File: config.mk
export PLATFORM = sky130hd
export DESIGN_NAME = div_func
export DESIGN_NICKNAME = d
export VERILOG_FILES = /design/src/rtl/div_func.sv
export SDC_FILE = /design/constraint.sdc
export NUM_CORES = 1
export LEC_CHECK = 0
export CELL_PAD_IN_SITES_DETAIL_PLACEMENT = 0
export CELL_PAD_IN_SITES_GLOBAL_PLACEMENT = 1
export CORE_UTILIZATION = 45
export DETAILED_ROUTE_END_ITERATION = 8
export GPL_TIMING_DRIVEN = 0
export PLACE_DENSITY_LB_ADDON = 0.15
export SLEW_MARGIN = 20
export SYNTH_ARGS = -nofsm -noshare
export SYNTH_HDL_FRONTEND = slang
export SYNTH_SLANG_ARGS = --single-unit
File: constraint.sdc
create_clock -name clk -period 4.6 [get_ports clk]
set_input_delay 0.92 -clock clk [delete_from_list [all_inputs] [get_ports clk]]
set_output_delay 0.92 -clock clk [all_outputs]
set_load 0.02 [all_outputs]
File: src/rtl/div_func.sv
// Sequential 6-bit signed divider: restoring shift-subtract on magnitudes,
// one quotient bit per clock, sign fix-up and special cases in a final cycle.
module div_func (
  input  logic       clk,
  input  logic       resetN,
  input  logic       start,
  input  logic [5:0] a,
  input  logic [5:0] b,
  output logic [5:0] z,
  output logic [5:0] rem,
  output logic [5:0] aOut,
  output logic [5:0] bOut,
  output logic       busy,
  output logic       done,
  output logic       overFlow,
  output logic       divZero
);

  typedef enum logic [1:0] {IDLE, DIV, FIX} state_t;

  state_t      state, state_next;
  logic [5:0]  mag_a, mag_b, quo;
  logic [6:0]  prem;
  logic [2:0]  count;
  logic        q_sign, r_sign;
  logic [6:0]  shifted, diff;
  logic        fits;

  assign shifted = {prem[5:0], mag_a[5]};
  assign diff    = shifted - {1'b0, mag_b};
  // A bit shifted out of the partial remainder means it already exceeds any divisor.
  assign fits    = prem[6] | (shifted >= {1'b0, mag_b});
  assign busy    = (state != IDLE);

  always_ff @(posedge clk or negedge resetN) begin
    if (!resetN) state <= IDLE;
    else         state <= state_next;
  end

  always_comb begin
    state_next = state;
    case (state)
      IDLE:    if (start) state_next = DIV;
      DIV:     if (count == 3'd5) state_next = FIX;
      FIX:     state_next = IDLE;
      default: state_next = IDLE;
    endcase
  end

  always_ff @(posedge clk or negedge resetN) begin
    if (!resetN) begin
      aOut     <= '0;
      bOut     <= '0;
      mag_a    <= '0;
      mag_b    <= '0;
      quo      <= '0;
      prem     <= '0;
      count    <= '0;
      q_sign   <= 1'b0;
      r_sign   <= 1'b0;
      z        <= '0;
      rem      <= '0;
      done     <= 1'b0;
      overFlow <= 1'b0;
      divZero  <= 1'b0;
    end else begin
      done <= 1'b0;
      case (state)
        IDLE: begin
          if (start) begin
            aOut   <= a;
            bOut   <= b;
            mag_a  <= a[5] ? -a : a;
            mag_b  <= b[5] ? -b : b;
            q_sign <= a[5] ^ b[5];
            r_sign <= a[5];
            prem   <= '0;
            quo    <= '0;
            count  <= '0;
          end
        end
        DIV: begin
          mag_a <= {mag_a[4:0], 1'b0};
          if (fits) begin
            prem <= diff;
            quo  <= {quo[4:0], 1'b1};
          end else begin
            prem <= shifted;
            quo  <= {quo[4:0], 1'b0};
          end
          count <= count + 3'd1;
        end
        FIX: begin
          done <= 1'b1;
          // Truncating division: remainder carries the dividend's sign.
          if (mag_b == 6'd0) begin
            z        <= 6'b111111;
            rem      <= aOut;
            divZero  <= 1'b1;
            overFlow <= 1'b0;
          end else if (aOut == 6'b100000 && bOut == 6'b111111) begin
            z        <= 6'b100000;
            rem      <= '0;
            divZero  <= 1'b0;
            overFlow <= 1'b1;
          end else begin
            z        <= q_sign ? -quo : quo;
            rem      <= r_sign ? -prem[5:0] : prem[5:0];
            divZero  <= 1'b0;
            overFlow <= 1'b0;
          end
        end
        default: ;
      endcase
    end
  end

endmodule

==> impl_metrics.yaml <==
route:
  firstDrtPassIters: 6
  vias: 2563
  drt_wl_total_um: 7040
  ant_nets: 0
  vias_per_cell: 5.465
  post_drt_wl_per_cell_um: 15.01
  drt_iter0_markers: 156
  drc: 8
timing:
  slew_violations: 0
  max-slew-margin-rel_pct: 51.97
  tightest_slew_ps: 720.4
  layout_setup_ws_ps: 2155
  skew_ps: 8.487
  finalSetupViolations: 0
  grt_setup_unrepaired: "no"
  fmax_ghz: 0.4090
  finalCritPeriodShare_pct: 53.16
  finalCriticalPeriod_ps: 2445
  tns_ps: 0
  hold_viol: 0
status:
  status: "finished with violations"
  failed_checks: "design-rule violations"
layout:
  diodes: 0
  final_cells: 469
  fin_nets: 415
  final_util_pct: 58.62
  drive_gt1_share_pct: 8.418
  synthToLayoutAreaGrowth_pct: 23.78
synth:
  synthAdderAreaFrac_pct: 5.594
  synthFlopType: "dfrtp_1"
  synthMuxAreaShare_pct: 1.316
  synth_edf_count: 0
  synth-seq-area-share_pct: 46.89
  syn-num-nets: 364
  synth_cell_types: 45
  synth_simple_gate_area_share_pct: 19.46
  synth-xor-area-share_pct: 4.895
  synth_compound_area_share_pct: 17.15
  synth_area_per_cell_um2: 9.053
  async_flop_share_pct: 100.0
  ys_ff_latch: 57
  synth_cells: 336
  ys_warn_count: 0
  synth_area_um2: 3042
  synth_top_family_by_area: "simple AND/OR/NAND/NOR gates"
die:
  start_util_pct: 47.36
  io_pins: 43
  core_area_um2: 6422
  fp.dieArea_um2: 7092
  die_x_um: 84.22
  die-height_um: 84.22
  num_rows: 29
global_route:
  grt_pass1_wl_um: 11990
  antenna_found_initial: 0
  grt.total_usage_pct: 22.03
  grt_max_degree: 58
  overflow: 0
  grt_pass1_vias: 2456
placed_design:
  place_ws_ps: 2136
  portBuffers: 40
  dpl.hpwl_um: 5152
  place.gp.congestion: 0.7991
  place_inst: 453
setup_path:
  crit_family: "buffers and inverters"
  critical_path_arrival_ps: 1530
  cp_slowest_cell: "clkdlybuf4s50_1"
  slowest_delay_ps: 580
  worstPathCellList: "buf_4 > clkdlybuf4s50_1"
  crit_type: "flip-flop to primary output"
  worstPathMaxFanout: 5
  critPathLaunchType: "flip-flop"
  worstPathRequired_ps: 3680
  endpoint_kind: "primary output"
  path_buf_inv: 2
cts:
  clk_pin_slew_ps: 60
  cts_hold_buf: 0
  cts_tree: "done"
  cts_resized: 0
  postCtsSetupBuffers: 0
  cts_made_buffers: 9
  clkLatencyLatePin_ps: 340
  cts-root-buf: "clkbuf_8"
  cts_sinks: 57
  clockBufferDepth: 2
  cts-htree-levels: 3
hold_path:
  hp-class: "flip-flop to flip-flop"
power:
  power_uw: 2918
  worst_ir_drop_vdd_mv: 0.2951
  power_density_nw_per_um2: 775.0
  p_leak_uw: 0.001707
run:
  cap_violations: 0
logic make-up (layout without fill, tap and decap cells):
kind of cell | Yosys count | count (layout)
xor gates and xnor gates | 17 | 17
muxes | 4 | 4
buffers and inverters | 35 | 91
DFF | 57 | 57
adders and majority gates | 13 | 13
AOI/OAI and AO/OA | 81 | 81
and+or+nand+nor | 129 | 129
through the flow:
stage               hold slack [ps]  cell area (µm²)
floorplan                     439.6             3042
global route                  506.3             3765
global placement              454.8             3538
finish                        475.5             3765
detailed placement            465.8             3536
CTS                           477.5             3765
final cells by class:
class,count,area (µm²)
buffer,17,75.07
inverter,18,67.56
multi-input combinational,244,1473
tap,77,96.34
clock buffer,11,151.4
timing repair buffer,40,397.9
fill,582,2658
clock inverter,5,77.57
sequential,57,1426
registers in the layout (all words and copies together), names as in the netlist:
name      cells
aOut          6
bOut          6
count         3
divZero       1
done          1
mag_a         6
mag_b         5
overFlow      1
prem          7
q_sign        1
quo           6
rem           6
state         2
z             6
synthesized netlist by cell type, types with 7 or more instances:
master | n | area share, %
a21oi_1 | 9 | 1.5
a22oi_1 | 7 | 1.7
clkbuf_1 | 12 | 1.5
dfrtp_1 | 57 | 47
ha_1 | 12 | 4.9
inv_1 | 18 | 2.2
nand2_1 | 69 | 8.5
nand3_1 | 16 | 2.6
nor2_1 | 14 | 1.7
nor3_1 | 7 | 1.2
o21ai_0 | 38 | 6.3
xor2_1 | 11 | 3.2
final timing paths:
path                       startpoint  slack, ps  depth (start not counted)        to
setup / recovery              bOut[0]       2150                          2   bOut[0]
hold / removal               mag_a[4]        480                          2  mag_a[5]
setup reg to reg              bOut[0]       2300                          8   prem[6]
hold reg to reg              mag_a[4]        480                          2  mag_a[5]
max in group asynchronous      resetN       3480                          1  mag_b[5]
min in group asynchronous      resetN        610                          1   aOut[5]
report_power, final:
| group | switching, µW | leakage, µW | internal, µW |
|---|---|---|---|
| Sequential | 202 | 0.000707 | 729 |
| Clock | 202 | 0.000115 | 332 |
| Combinational | 809 | 0.000885 | 643 |
| Total | 1210 | 0.00171 | 1700 |
metal layers:
metal | share of wire (%) | up-vias | global-route usage (%)
li1 | - | 1258 | -
met2 | 44 | 65 | 33.31
met4 | 2.7 | 0 | 11.44
met3 | 3.9 | 14 | 4.621
met1 | 49 | 1226 | 30.03
met5 | 0 | - | 0
tightest hold or removal path: cells and delay by family (launching register included):
kind / cells / cell delay, ps
and+or+nand+nor: 2 / 100
DFF: 1 / 350
placed cells by master, fill, tap and decap left out, types with 2 or more instances in the layout:
cell / netlist / final
a21o_1: 2 / 2
o21ai_1: 2 / 2
o211ai_1: 4 / 4
clkbuf_1: 12 / 12
o21ai_0: 38 / 38
inv_1: 18 / 18
a21oi_1: 9 / 9
clkbuf_8: 0 / 11
nor2b_1: 5 / 5
a22oi_1: 7 / 7
o211ai_2: 5 / 5
mux2i_1: 4 / 4
xnor2_1: 6 / 6
bufinv_16: 0 / 2
buf_4: 2 / 3
nand2b_1: 4 / 4
nand3_1: 16 / 16
nor2_1: 14 / 14
xor2_1: 11 / 11
clkdlybuf4s50_1: 0 / 39
dfrtp_1: 57 / 57
o31ai_1: 3 / 3
clkinv_2: 0 / 2
nor3_1: 7 / 7
nand2_1: 69 / 69
and3_1: 4 / 4
buf_2: 3 / 3
o21a_1: 2 / 2
ha_1: 12 / 12
Note: power is estimated with default switching activity, not from simulation.
